$ cat src/rtl/vx_dxa_issue_queue_pkg.sv
// vx_dxa_issue_queue_pkg
//   Shared DXA constants and the issue-queue entry type.
//   No ports. Imported by the interface, the queue and the bench.
package vx_dxa_issue_queue_pkg;

  localparam int NC_WIDTH      = 2;
  localparam int NW_WIDTH      = 4;
  localparam int UUID_WIDTH    = 16;
  localparam int BAR_ADDR_W    = 4;

  // Widest argument payload an entry can hold.
  // A queue instance may carry a narrower ARG_DATAW.
  localparam int DXA_ARG_MAX_W = 64;

  localparam logic [2:0] DXA_OP_NOP   = 3'd0;
  localparam logic [2:0] DXA_OP_ISSUE = 3'd1;

  typedef struct packed {
    logic [2:0]               op;
    logic [NC_WIDTH-1:0]      core_id;
    logic [UUID_WIDTH-1:0]    uuid;
    logic [NW_WIDTH-1:0]      wid;
    logic [BAR_ADDR_W-1:0]    bar_addr;
    logic [DXA_ARG_MAX_W-1:0] args;
  } dxa_issue_q_entry_t;

endpackage

$ cat src/rtl/vx_dxa_issue_queue_if.sv
// vx_dxa_issue_queue_if
//   Upstream DXA request channel into the issue queue.
//   Signals:
//     in_valid, in_ready   handshake
//     in_op, in_core_id, in_uuid, in_wid, in_bar_addr, in_args   request fields
//   Modports:
//     master  the request producer
//     slave   the issue queue
//
// Handshake: a transfer happens on a rising clk edge where in_valid && in_ready.
// The producer holds in_valid and all fields stable until that edge.
// in_ready does not depend on in_valid.
interface vx_dxa_issue_queue_if
  import vx_dxa_issue_queue_pkg::*;
#(
  parameter int ARG_DATAW = 64
);
  logic                  in_valid;
  logic                  in_ready;
  logic [2:0]            in_op;
  logic [NC_WIDTH-1:0]   in_core_id;
  logic [UUID_WIDTH-1:0] in_uuid;
  logic [NW_WIDTH-1:0]   in_wid;
  logic [BAR_ADDR_W-1:0] in_bar_addr;
  logic [ARG_DATAW-1:0]  in_args;

  modport master (
    output in_valid, in_op, in_core_id, in_uuid, in_wid, in_bar_addr, in_args,
    input  in_ready
  );

  modport slave (
    input  in_valid, in_op, in_core_id, in_uuid, in_wid, in_bar_addr, in_args,
    output in_ready
  );
endinterface

$ cat src/rtl/vx_dxa_issue_queue.sv
// vx_dxa_issue_queue
//   In-order issue queue between DXA request producers and the transfer controller.
//   The head entry is delivered as a one-cycle req_fire strobe; there is no downstream ready.
//   An ISSUE head waits until the controller is idle (xfer_active low) and has no completion
//   pending (done_rsp_valid low). Non-ISSUE heads leave immediately.
//   Ports:
//     clk, reset (async, active high)
//     in_if                      request channel (slave)
//     xfer_active                transfer controller busy
//     done_rsp_valid             completion response pending
//     req_fire                   head delivered this cycle
//     req_*, issue_bar_addr      head entry fields
//     occupancy                  entry count
//     perf_stall_cycles          saturating count of cycles with a blocked head
//   DEPTH must be a power of two and at least 2.
module vx_dxa_issue_queue
  import vx_dxa_issue_queue_pkg::*;
#(
  parameter int DEPTH     = 4,
  parameter int ARG_DATAW = 64
) (
  input  logic                   clk,
  input  logic                   reset,
  vx_dxa_issue_queue_if.slave    in_if,
  input  logic                   xfer_active,
  input  logic                   done_rsp_valid,
  output logic                   req_fire,
  output logic [2:0]             req_op,
  output logic [NC_WIDTH-1:0]    req_core_id,
  output logic [UUID_WIDTH-1:0]  req_uuid,
  output logic [NW_WIDTH-1:0]    req_wid,
  output logic [BAR_ADDR_W-1:0]  issue_bar_addr,
  output logic [ARG_DATAW-1:0]   req_args,
  output logic [$clog2(DEPTH):0] occupancy,
  output logic [31:0]            perf_stall_cycles
);

  localparam int             PTR_W    = $clog2(DEPTH);
  localparam logic [PTR_W:0] FULL_CNT = (PTR_W+1)'(DEPTH);

  dxa_issue_q_entry_t mem [DEPTH];
  dxa_issue_q_entry_t head;
  dxa_issue_q_entry_t in_entry;

  logic [PTR_W-1:0] wr_ptr;
  logic [PTR_W-1:0] rd_ptr;
  logic [PTR_W:0]   count;
  logic             push;
  logic             pop;
  logic             head_ok;
  logic             not_empty;

  assign not_empty      = (count != '0);
  // in_ready depends on count only, so a full queue refuses a push even in a popping cycle.
  assign in_if.in_ready = (count != FULL_CNT);
  assign push           = in_if.in_valid && in_if.in_ready;

  // Head is read from storage only, so a freshly pushed entry waits at least one cycle.
  assign head    = mem[rd_ptr];
  assign head_ok = not_empty &&
                   ((head.op != DXA_OP_ISSUE) || (!xfer_active && !done_rsp_valid));
  assign pop     = head_ok;

  assign req_fire       = head_ok;
  assign req_op         = head.op;
  assign req_core_id    = head.core_id;
  assign req_uuid       = head.uuid;
  assign req_wid        = head.wid;
  assign issue_bar_addr = head.bar_addr;
  assign req_args       = head.args[ARG_DATAW-1:0];
  assign occupancy      = count;

  always_comb begin
    in_entry          = '0;
    in_entry.op       = in_if.in_op;
    in_entry.core_id  = in_if.in_core_id;
    in_entry.uuid     = in_if.in_uuid;
    in_entry.wid      = in_if.in_wid;
    in_entry.bar_addr = in_if.in_bar_addr;
    in_entry.args     = DXA_ARG_MAX_W'(in_if.in_args);
  end

  // Storage has no reset; validity is tracked by count alone.
  always_ff @(posedge clk) begin
    if (push) begin
      mem[wr_ptr] <= in_entry;
    end
  end

  // Pointers wrap naturally because DEPTH is a power of two.
  always_ff @(posedge clk or posedge reset) begin
    if (reset) begin
      wr_ptr <= '0;
      rd_ptr <= '0;
      count  <= '0;
    end else begin
      if (push) begin
        wr_ptr <= wr_ptr + 1'b1;
      end
      if (pop) begin
        rd_ptr <= rd_ptr + 1'b1;
      end
      case ({push, pop})
        2'b10:   count <= count + 1'b1;
        2'b01:   count <= count - 1'b1;
        default: count <= count;
      endcase
    end
  end

  always_ff @(posedge clk or posedge reset) begin
    if (reset) begin
      perf_stall_cycles <= '0;
    end else if (not_empty && !head_ok && (perf_stall_cycles != 32'hFFFF_FFFF)) begin
      perf_stall_cycles <= perf_stall_cycles + 32'd1;
    end
  end

endmodule

$ cat src/flat_wrapper.sv
// flat-port wrapper written by rule: the top's interface ports become plain ports
module vx_dxa_issue_queue_flat import vx_dxa_issue_queue_pkg::*;
#(
  parameter int DEPTH     = 4,
  parameter int ARG_DATAW = 64
)
  (clk, reset, xfer_active, done_rsp_valid, req_fire, req_op, req_core_id, req_uuid, req_wid, issue_bar_addr, req_args, occupancy, perf_stall_cycles, in_if_in_valid, in_if_in_op, in_if_in_core_id, in_if_in_uuid, in_if_in_wid, in_if_in_bar_addr, in_if_in_args, in_if_in_ready);
  vx_dxa_issue_queue_if #(.ARG_DATAW(ARG_DATAW)) in_if_i ();
  input  logic clk;
  input  logic reset;
  input  logic xfer_active;
  input  logic done_rsp_valid;
  output logic req_fire;
  output logic [2:0] req_op;
  output logic [NC_WIDTH-1:0] req_core_id;
  output logic [UUID_WIDTH-1:0] req_uuid;
  output logic [NW_WIDTH-1:0] req_wid;
  output logic [BAR_ADDR_W-1:0] issue_bar_addr;
  output logic [ARG_DATAW-1:0] req_args;
  output logic [$clog2(DEPTH):0] occupancy;
  output logic [31:0] perf_stall_cycles;
  input wire logic [$bits(in_if_i.in_valid)-1:0] in_if_in_valid;
  input wire logic [$bits(in_if_i.in_op)-1:0] in_if_in_op;
  input wire logic [$bits(in_if_i.in_core_id)-1:0] in_if_in_core_id;
  input wire logic [$bits(in_if_i.in_uuid)-1:0] in_if_in_uuid;
  input wire logic [$bits(in_if_i.in_wid)-1:0] in_if_in_wid;
  input wire logic [$bits(in_if_i.in_bar_addr)-1:0] in_if_in_bar_addr;
  input wire logic [$bits(in_if_i.in_args)-1:0] in_if_in_args;
  output wire logic [$bits(in_if_i.in_ready)-1:0] in_if_in_ready;
  assign in_if_i.in_valid = in_if_in_valid;
  assign in_if_i.in_op = in_if_in_op;
  assign in_if_i.in_core_id = in_if_in_core_id;
  assign in_if_i.in_uuid = in_if_in_uuid;
  assign in_if_i.in_wid = in_if_in_wid;
  assign in_if_i.in_bar_addr = in_if_in_bar_addr;
  assign in_if_i.in_args = in_if_in_args;
  assign in_if_in_ready = in_if_i.in_ready;
  vx_dxa_issue_queue #(.DEPTH(DEPTH), .ARG_DATAW(ARG_DATAW)) u_core (.clk(clk), .reset(reset), .in_if(in_if_i), .xfer_active(xfer_active), .done_rsp_valid(done_rsp_valid), .req_fire(req_fire), .req_op(req_op), .req_core_id(req_core_id), .req_uuid(req_uuid), .req_wid(req_wid), .issue_bar_addr(issue_bar_addr), .req_args(req_args), .occupancy(occupancy), .perf_stall_cycles(perf_stall_cycles));
endmodule
$ cat config.mk
export PLATFORM = sky130hd
export DESIGN_NAME = vx_dxa_issue_queue_flat
export DESIGN_NICKNAME = d
export VERILOG_FILES = /design/src/rtl/vx_dxa_issue_queue_pkg.sv /design/src/rtl/vx_dxa_issue_queue_if.sv /design/src/rtl/vx_dxa_issue_queue.sv /design/src/flat_wrapper.sv
export SDC_FILE = /design/constraint.sdc
export NUM_CORES = 1
export LEC_CHECK = 0
export ABC_CLOCK_PERIOD_IN_PS = 4850
export BUFFER_PORTS_ARGS = -buffer_cell sky130_fd_sc_hd__buf_2
export CORE_ASPECT_RATIO = 1.25
export CORE_MARGIN = 1
export CORE_UTILIZATION = 37
export DETAILED_ROUTE_END_ITERATION = 12
export GPL_ROUTABILITY_DRIVEN = 1
export HOLD_SLACK_MARGIN = 0.03
export PLACE_DENSITY = 0.63
export SYNTH_ARGS = -nofsm -noshare
export SYNTH_HDL_FRONTEND = slang
export SYNTH_SLANG_ARGS = --single-unit
$ cat constraint.sdc
create_clock -name clk -period 4.85 [get_ports clk]
set_clock_uncertainty 0.15 [all_clocks]
set_input_delay 0.485 -clock clk [delete_from_list [all_inputs] [get_ports clk]]
set_output_delay 0.485 -clock clk [all_outputs]
set_load 0.03 [all_outputs]
==> results of run 1 <==
[stage by stage]
step           utilization  setup WS [ns]  area [µm²]  cells
2_1_floorplan            -         0.9094       15390    675
5_1_grt             0.4774          1.039       19580   1610
3_3_place_gp        0.4214          1.736       17280   1442
4_1_cts             0.4774          1.154       19580   1610
6_report            0.4774          1.315       19580   1610
3_5_place_dp        0.4214          1.668       17280   1442
[routing by layer]
layer	GRT usage	share of wire	up-vias
met5	0	0.00036	-
met4	0.04505	0.021	2
met3	0.04150	0.060	44
met2	0.2566	0.52	205
met1	0.1761	0.40	4066
li1	-	-	3528
[power breakdown]
part	internal [µW]	total (µW)	leakage (µW)	switching (µW)
clock network	1870	3180	0.000665	1320
registers	4620	4840	0.00393	223
logic	1440	4010	0.00237	2570
[final timing paths]
kind / slack (ns) / cells past startpoint / startpoint / to
worst max-delay path: 1.31 / 3 / u_core.rd_ptr[0] / req_args[15]
worst min-delay path: 0.17 / 3 / in_if_in_valid / u_core.wr_ptr[0]
worst max register to register: 1.71 / 9 / u_core.rd_ptr[0] / u_core.occupancy[2]
worst min register to register: 0.34 / 1 / u_core.perf_stall_cycles[15] / u_core.perf_stall_cycles[15]
max in group asynchronous: 3.47 / 4 / reset / u_core.rd_ptr[1]
min in group asynchronous: 0.31 / 3 / reset / u_core.perf_stall_cycles[25]
[critical path, stage by stage (launching register included)]
cell and delay (ns):
dfrtp_4 0.72, buf_4 0.81, mux4_2 0.62, buf_2 0.20
[Yosys cell counts, types with 2 or more instances]
library cell and instances:
and2_1 9, and3_1 12, and4_1 6, buf_1 4, buf_2 10, clkbuf_1 11
dfrtp_1 39, edfxtp_1 372, ha_1 6, inv_1 7, mux2_2 3, mux4_2 93
nand2_1 9, nand3_1 17, nand4_1 19, nor2_1 8, nor3_1 3, nor4_1 2
xnor2_1 30, xor2_1 6
[area by class of cell]
| type | instances | area, µm² | area share |
|---|---|---|---|
| clock buffer | 49 | 1077 | 0.05501 |
| clock inverter | 25 | 280.3 | 0.01431 |
| inverter | 7 | 26.28 | 0.001342 |
| multi-input combinational | 232 | 3129 | 0.1598 |
| sequential | 411 | 12150 | 0.6207 |
| tap | 552 | 690.7 | 0.03527 |
| timing repair buffer | 334 | 2225 | 0.1136 |
[kinds of logic after synthesis]
| group | synth area share |
|---|---|
| DFF | 0.7893 |
| muxes | 0.1390 |
| and+or+nand+nor | 0.03512 |
| xor gates and xnor gates | 0.02049 |
| buffers and inverters | 0.008619 |
| adders and majority gates | 0.006179 |
| AOI/OAI and AO/OA | 0.001301 |
[registers in the layout (all words and copies together) (netlist names)]
register / count
u_core.rd_ptr: 2
u_core.perf_stall_cycles: 32
u_core.occupancy: 3
u_core.wr_ptr: 2
u_core.mem: 372
==> flow_summary.rst, run 1 <==
.. list-table::
   :header-rows: 1

   * - Metric
     - Value
   * - Outcome
     - complete, no violations
   * - Maxcap violations
     - 0
   * - First-pass GRT wire length
     - 47410 µm
   * - Ratio of cells with drive above 1 in the final layout
     - 0.3837
   * - Final count of negative-setup-slack endpoints
     - 0
   * - IR Drop Worst-Case VDD
     - ~0.34 mV
   * - Post-detail-place hpwl
     - roughly 17000 µm
   * - Critical path endpoint category
     - primary output
   * - Arrival time of data at the critical path endpoint
     - slightly below 3 ns
   * - Crit Path Category
     - reg -> out
   * - Final total power
     - 12040 µW
   * - Avg Inst Size Synth
     - between 20 and 25 µm²
   * - Floorplan core area
     - slightly above 0.04 mm²
   * - Leak Pwr
     - slightly below 0.007 µW
   * - Cell Rows
     - 83
   * - Buffers from clock root to sink, at most
     - 3
   * - Async SR Flop Fraction
     - 0.09489
   * - Largest net degree at the start of global routing
     - between 90 and 100
   * - Number of fill cells in the layout
     - about 3.4k
   * - Maximum net fanout on the critical path
     - 43
   * - Clock-pin slew reported for the worst setup and hold paths after clock tree synthesis
     - 0.06 ns
   * - I/O pin cnt
     - 228
   * - Violation count after the first detailed-route iteration
     - roughly 380
   * - Area of the mapped netlist
     - 0.01539 mm²
   * - Num Clock Sinks
     - between 400 and 500
   * - Clock tree from TritonCTS
     - built
   * - RSZ-0062 raised after global routing
     - no
   * - Cts-stage hold buffer count
     - 94
   * - Final routed DRC violation total
     - 0
   * - Final slew viol count
     - 0
   * - Avg WL per Cell
     - between 15 and 20 µm
   * - F_max
     - approximately 280 MHz
   * - Die height
     - approximately 230 µm
   * - Final clock period utilization by the worst path
     - 0.7289
   * - Final hold slack
     - approximately 0.17 ns
   * - Number of buffers added by the clock tree synthesis step
     - 41
   * - First-pass iteration count of the detailed router
     - 4
   * - Dominant synthesized flop cell
     - edfxtp_1
   * - Root buffer cell
     - clkbuf_16
   * - Gpl congestion
     - slightly below 0.8
   * - Insertion delay of the later-clocked pin in the worst-skew pair
     - approximately 0.53 ns
   * - Transition time at the pin with the least slew margin
     - 0.9142 ns
   * - Biggest area contributors in the synthesized netlist
     - edfxtp_1 73%, mux4_2 14%, dfrtp_1 6.3%, xnor2_1 1.7%, nand4_1 0.77%
   * - CTS H-Tree Depth
     - 2
   * - Initial standard-cell utilization of the core
     - 0.3751
   * - Total negative setup slack
     - 0 ns
   * - Worst hold path class
     - in -> reg
   * - Tmin final
     - ~3.5 ns
   * - Postcts setup bufs
     - 0
   * - Most common cell after layout, fill and taps aside
     - edfxtp_1
   * - Cells after Synth
     - approximately 680
   * - Cell type with the highest aggregate area in the netlist
     - edfxtp_1
   * - Die width
     - between 150 and 200 µm
   * - Initial antenna violation count
     - 1
   * - Number of synthesized register bits
     - ~400
   * - Number of flops mapped to enable cells by yosys
     - between 300 and 400
   * - Mapped Nets
     - 780
   * - Area growth from synthesis to layout
     - 27.25%
   * - Slew Limit Headroom
     - 0.3905
   * - Required time of the critical path
     - roughly 4.2 ns
   * - Post-synthesis sequential area ratio
     - 0.7893
   * - Power density relative to cell area
     - between 600 and 700 mW/mm²
   * - Number of distinct library cells after synthesis
     - 29
   * - Total via count in the routed design
     - 7845
   * - Final wirelength
     - 30810 µm
   * - Number of inserted diodes
     - 0
   * - Combined global-route utilization of all metal layers
     - 0.1475
   * - Number of gates resized after CTS
     - 0
   * - Vias in the first global route
     - between 8k and 9k
   * - Most frequent cells in the layout
     - 372 x edfxtp_1, 227 x buf_2, 94 x dlygate4sd3_1
   * - Average via count per standard cell
     - around 5
   * - Number of nets with antenna violations after routing
     - 0
   * - Port-buffer cells
     - 227
   * - Synthesis warning total
     - 0
   * - Final number of hold-violating endpoints
     - 0
   * - Nets
     - about 1.1k
   * - Element type at the critical path start
     - flop
   * - Die outline area
     - 0.04242 mm²
   * - Share of Yosys cell area claimed by the top area cell type
     - 0.7259
   * - GR Overflow Total
     - 0
No activity file was read; power rests on OpenSTA's default activity.
==> run 2: changes to the inputs <==
--- a/config.mk
+++ b/config.mk
@@ -5,7 +5,7 @@
 export SDC_FILE = /design/constraint.sdc
 export NUM_CORES = 1
 export LEC_CHECK = 0
-export ABC_CLOCK_PERIOD_IN_PS = 4850
+export ABC_CLOCK_PERIOD_IN_PS = 3600
 export BUFFER_PORTS_ARGS = -buffer_cell sky130_fd_sc_hd__buf_2
 export CORE_ASPECT_RATIO = 1.25
 export CORE_MARGIN = 1
==> constraint.sdc (replaced) <==
create_clock -name clk -period 3.6 [get_ports clk]
set_clock_uncertainty 0.15 [all_clocks]
set_input_delay 0.36 -clock clk [delete_from_list [all_inputs] [get_ports clk]]
set_output_delay 0.36 -clock clk [all_outputs]
set_load 0.03 [all_outputs]
==> flow_summary.rst, run 2 (same netlist as run 1, synthesis figures left out) <==
.. list-table::
   :header-rows: 1

   * - Metric
     - Value
   * - Final total power
     - between 15000 and 20000 µW
   * - Final wirelength
     - ~31000 µm
   * - Average via count per standard cell
     - ~4.8
   * - Largest net degree at the start of global routing
     - between 60 and 70
   * - First-pass iteration count of the detailed router
     - 4
   * - Clock-pin slew reported for the worst setup and hold paths after clock tree synthesis
     - around 0.060 ns
   * - Buffers from clock root to sink, at most
     - 3
   * - Worst hold path class
     - in -> reg
   * - Number of buffers added by the clock tree synthesis step
     - 42
   * - IR Drop Worst-Case VDD
     - roughly 0.51 mV
   * - Final routed DRC violation total
     - 0
   * - Port-buffer cells
     - 227
   * - Area growth from synthesis to layout
     - 27.55%
   * - Number of gates resized after CTS
     - 0
   * - Critical path endpoint category
     - primary output
   * - Most frequent cells in the layout
     - 372 x edfxtp_1, 227 x buf_2, 94 x dlygate4sd3_1
   * - Die height
     - 230.0 µm
   * - First-pass GRT wire length
     - approximately 48000 µm
   * - Initial antenna violation count
     - 2
   * - Design Area, Final
     - 0.01963 mm²
   * - Final slew viol count
     - 0
   * - Final count of negative-setup-slack endpoints
     - 0
   * - Floorplan core area
     - 0.04102 mm²
   * - Nets
     - roughly 1.1k
   * - Violation count after the first detailed-route iteration
     - ~350
   * - Worst path max stage delay
     - roughly 0.61 ns
   * - I/O pin cnt
     - about 230
   * - Required time of the critical path
     - 3.09 ns
   * - Clock tree from TritonCTS
     - built
   * - Cts-stage hold buffer count
     - between 90 and 100
   * - Die width
     - between 150 and 200 µm
   * - Crit path max-delay cell type
     - buf_4
   * - Maxcap violations
     - 0
   * - Die outline area
     - 0.04242 mm²
   * - Post-placement worst setup slack
     - around 0.86 ns
   * - CP top delay family
     - buffers and inverters
   * - Gpl congestion
     - roughly 0.8
   * - Crit Path Category
     - reg -> out
   * - Post-place instance area
     - between 0.015 and 0.02 mm²
   * - Post-detail-place hpwl
     - 18780 µm
   * - Maximum net fanout on the critical path
     - 36
   * - Final clock period utilization by the worst path
     - 0.8240
   * - Insertion delay of the later-clocked pin in the worst-skew pair
     - about 0.53 ns
   * - Power density relative to cell area
     - a little over 800 mW/mm²
   * - Avg WL per Cell
     - ~19 µm
   * - Tmin final
     - 2.967 ns
   * - Root buffer cell
     - clkbuf_16
   * - Final hold slack
     - around 0.06 ns
   * - Leak Pwr
     - 0.006989 µW
   * - GR Overflow Total
     - 0
   * - Sequence of cells on the critical path
     - buf_4 > mux4_2 > buf_2
   * - Largest register FFs
     - between 300 and 400
   * - Element type at the critical path start
     - flop
   * - Initial standard-cell utilization of the core
     - 0.3751
   * - Most common cell after layout, fill and taps aside
     - edfxtp_1
   * - Combined global-route utilization of all metal layers
     - 0.1490
   * - Arrival time of data at the critical path endpoint
     - 2.46 ns
   * - Transition time at the pin with the least slew margin
     - between 0.9 and 1 ns
   * - Final number of hold-violating endpoints
     - 0
   * - Worst path setup slack after routing
     - about 0.63 ns
   * - CTS H-Tree Depth
     - 2
   * - RSZ-0062 raised after global routing
     - no
   * - Cell Rows
     - between 80 and 90
   * - Count of buffering cells on the critical path with inverters included
     - 2
   * - Total via count in the routed design
     - 7780
   * - Slew Limit Headroom
     - 0.3562
   * - Ratio of cells with drive above 1 in the final layout
     - 0.3872
   * - Vias in the first global route
     - between 8k and 9k
   * - Number of nets with antenna violations after routing
     - 0
   * - Outcome
     - complete, no violations
   * - Num Clock Sinks
     - 411
   * - Postcts setup bufs
     - 0
   * - Most flop-heavy register
     - u_core.mem
   * - Total negative setup slack
     - 0 ns
   * - F_max
     - roughly 340 MHz
## run 2: cell types whose count changed in the layout (fill, tap and decap cells not counted), moves of 2 or more
cell	previous run	this run
buf_12	4	6
buf_4	9	14
diode_2	0	2
inv_6	1	3
## run 2: final timing paths
kind | slack [ns] | depth (start not counted) | start | endpoint
worst min register to register | 0.33 | 1 | u_core.perf_stall_cycles[15] | u_core.perf_stall_cycles[15]
worst max register to register | 0.87 | 9 | u_core.rd_ptr[0] | u_core.occupancy[2]
worst min-delay path | 0.06 | 3 | in_if_in_valid | u_core.wr_ptr[0]
worst max-delay path | 0.63 | 3 | u_core.rd_ptr[0] | req_args[23]
min in group asynchronous | 0.33 | 3 | reset | u_core.perf_stall_cycles[23]
max in group asynchronous | 2.31 | 4 | reset | u_core.perf_stall_cycles[8]
## run 2: layer usage
layer | up-vias | track usage | share of wire
met3 | 40 | 0.05084 | 0.081
met4 | 0 | 0.04115 | 0.018
met5 | - | 0 | 0
li1 | 3539 | - | -
met1 | 3982 | 0.1774 | 0.40
met2 | 219 | 0.2548 | 0.50
## run 2: per-stage QoR
step / instances / util
after floorplan: 675 / -
final: 1618 / 0.4785
after detailed placement: 1449 / 0.4232
after global routing: 1618 / 0.4785
after CTS: 1616 / 0.4784
after global placement: 1449 / 0.4232
## run 2: where the power goes
part	internal [µW]	switching (µW)	total, µW
Sequential	6220	241	6460
Clock	2430	1740	4170
Combinational	1990	3580	5570
## run 2: cell type report
| class | count | area [µm²] |
|---|---|---|
| inverters | 7 | 26.28 |
| well taps | 552 | 690.7 |
| repair buffers | 341 | 2302 |
| clock buffers | 48 | 1074 |
| flip-flops and latches | 411 | 12150 |
| diodes | 2 | 5.005 |
| multi-input cells | 232 | 3129 |
| fillers | 3408 | 21390 |
| clock inverters | 25 | 246.5 |
## run 2: worst min-delay path: stages
cell	delay [ns]
buf_2	0.13
nand2_1	0.13
xnor2_1	0.08
==> run 3: changes to the inputs <==
--- a/config.mk
+++ b/config.mk
@@ -5,7 +5,7 @@
 export SDC_FILE = /design/constraint.sdc
 export NUM_CORES = 1
 export LEC_CHECK = 0
-export ABC_CLOCK_PERIOD_IN_PS = 3600
+export ABC_CLOCK_PERIOD_IN_PS = 2800
 export BUFFER_PORTS_ARGS = -buffer_cell sky130_fd_sc_hd__buf_2
 export CORE_ASPECT_RATIO = 1.25
 export CORE_MARGIN = 1
==> constraint.sdc (replaced) <==
create_clock -name clk -period 2.8 [get_ports clk]
set_clock_uncertainty 0.15 [all_clocks]
set_input_delay 0.28 -clock clk [delete_from_list [all_inputs] [get_ports clk]]
set_output_delay 0.28 -clock clk [all_outputs]
set_load 0.03 [all_outputs]
==> flow_summary.rst, run 3 (same netlist as run 1, synthesis figures left out) <==
.. list-table::
   :header-rows: 1

   * - Metric
     - Value
   * - Outcome
     - complete, no violations
   * - Total via count in the routed design
     - between 7k and 8k
   * - Final routed DRC violation total
     - 0
   * - Port-buffer cells
     - approximately 230
   * - GR Overflow Total
     - 0
   * - IR Drop Worst-Case VDD
     - between 0.6 and 0.7 mV
   * - Insertion delay of the later-clocked pin in the worst-skew pair
     - ~0.53 ns
   * - Buffers from clock root to sink, at most
     - 3
   * - Post-detail-place hpwl
     - between 15000 and 20000 µm
   * - Violation count after the first detailed-route iteration
     - between 300 and 400
   * - Element type at the critical path start
     - flop
   * - Clock-pin slew reported for the worst setup and hold paths after clock tree synthesis
     - about 0.060 ns
   * - Most frequent cells in the layout
     - 372 x edfxtp_1, 225 x buf_2, 95 x dlygate4sd3_1
   * - Maxcap violations
     - 0
   * - Power density relative to cell area
     - roughly 1100 mW/mm²
   * - Nets
     - ~1.1k
   * - Gpl congestion
     - approximately 0.78
   * - Leak Pwr
     - 0.007047 µW
   * - Critical path endpoint category
     - primary output
   * - Postcts setup bufs
     - 0
   * - Initial standard-cell utilization of the core
     - 0.3751
   * - Total negative setup slack
     - 0 ns
   * - Largest net degree at the start of global routing
     - 64
   * - Worst path setup slack after routing
     - approximately 0.075 ns
   * - Area of the multi-input gates
     - 0.003164 mm²
   * - Initial antenna violation count
     - 0
   * - I/O pin cnt
     - 228
   * - Number of nets with antenna violations after routing
     - 0
   * - Number of inserted diodes
     - 0
   * - Combined global-route utilization of all metal layers
     - 0.1492
   * - First-pass iteration count of the detailed router
     - 4
   * - Reg area
     - about 0.012 mm²
   * - Average via count per standard cell
     - 4.870
   * - Final number of hold-violating endpoints
     - 0
   * - Final slew viol count
     - 0
   * - Root buffer cell
     - clkbuf_16
   * - Most common cell after layout, fill and taps aside
     - edfxtp_1
   * - Number of buffers added by the clock tree synthesis step
     - 42
   * - First-pass GRT wire length
     - between 40000 and 50000 µm
   * - Final count of negative-setup-slack endpoints
     - 0
   * - Die width
     - around 180 µm
   * - Die height
     - roughly 230 µm
   * - Area growth from synthesis to layout
     - 28.76%
   * - CTS H-Tree Depth
     - 2
   * - Slew Limit Headroom
     - 0.4215
   * - Required time of the critical path
     - between 2 and 2.5 ns
   * - Non-Filler Instances
     - ~1.6k
   * - Design Area, Final
     - approximately 0.020 mm²
   * - Final wirelength
     - 31210 µm
   * - Die outline area
     - between 0.04 and 0.05 mm²
   * - RSZ-0062 raised after global routing
     - yes
   * - F_max
     - around 370 MHz
   * - Crit Path Category
     - reg -> out
   * - Final clock period utilization by the worst path
     - 0.9733
   * - Ratio of cells with drive above 1 in the final layout
     - 0.3876
   * - Instance count after placement with tap cells included
     - between 1k and 1.5k
   * - Final total power
     - between 20000 and 25000 µW
   * - Cell Rows
     - 83
   * - Most flop-heavy register
     - u_core.mem
   * - Number of fill cells in the layout
     - between 3k and 4k
   * - Post-placement worst setup slack
     - about 0.19 ns
   * - Num Clock Sinks
     - roughly 410
   * - Clock tree from TritonCTS
     - built
   * - Worst hold path class
     - in -> reg
   * - Post-place instance area
     - roughly 0.017 mm²
   * - Vias in the first global route
     - roughly 8.5k
   * - Avg WL per Cell
     - approximately 19 µm
   * - Largest register FFs
     - 372
   * - Maximum net fanout on the critical path
     - 6
   * - Floorplan core area
     - roughly 0.041 mm²
   * - Tmin final
     - 2.725 ns
   * - Transition time at the pin with the least slew margin
     - 0.8668 ns
   * - Arrival time of data at the critical path endpoint
     - 2.30 ns
==> run 3: changes by cell type in the layout (fill, tap and decap cells not counted), sizes merged, moves of 2 or more <==
cell    delta
clkinv     +2
inv        -3
diode      -2
clkbuf     +7
buf        -4
==> run 3: worst max-delay path, stage by stage (launching register included) <==
cell and delay, ns:
dfrtp_4 0.52, mux4_2 0.60, nor4b_4 0.34, nor2_4 0.10
buf_2 0.20
==> run 3: final timing paths <==
check                                                  start                           end  cells past startpoint  slack (ns)
min in group asynchronous                              reset  u_core.perf_stall_cycles[22]                      3        0.32
worst min-delay path                             xfer_active              u_core.rd_ptr[0]                      5        0.25
worst min register to register  u_core.perf_stall_cycles[15]  u_core.perf_stall_cycles[15]                      1        0.34
max in group asynchronous                              reset   u_core.perf_stall_cycles[8]                      4        1.40
worst max register to register              u_core.rd_ptr[0]           u_core.occupancy[2]                      9        0.17
worst max-delay path                        u_core.rd_ptr[0]                      req_fire                      4        0.07
==> run 3: through the flow <==
step | util | hold slack, ns
2_1_floorplan | - | 0.2289
3_3_place_gp | 0.4246 | 0.3276
3_5_place_dp | 0.4246 | 0.3363
4_1_cts | 0.4824 | 0.2244
5_1_grt | 0.4830 | 0.2914
6_report | 0.4830 | 0.2546
==> run 3: final cells by class <==
class | count | share of cell area
clock inverter | 25 | 0.01301
tap | 552 | 0.03486
sequential | 411 | 0.6134
timing repair buffer | 340 | 0.1205
inverter | 7 | 0.001326
multi-input combinational | 232 | 0.1597
clock buffer | 53 | 0.05721
==> run 3: timing repair <==
item                                    4_1_cts  5_1_grt
endpoints found under the setup margin       90       59
hold endpoints to repair                    394        0
pin swaps                                     0        1
gates resized for setup                       6        1
hold buffers                                 95        0
gates cloned                                  0        1
==> run 3: routing by layer <==
layer	track usage	vias to the layer above	part of all wire
li1	-	3537	-
met1	0.1787	4107	0.40
met2	0.2577	197	0.51
met3	0.03896	49	0.065
met4	0.05339	0	0.027
met5	0	-	0
==> run 3: power by group <==
| part | total, µW | leakage (µW) | switching, µW | internal [µW] |
|---|---|---|---|---|
| Clock | 5540 | 0.000675 | 2280 | 3260 |
| Sequential | 8320 | 0.00393 | 324 | 7990 |
| Combinational | 7300 | 0.00244 | 4610 | 2690 |
| Total | 21200 | 0.00705 | 7210 | 13900 |
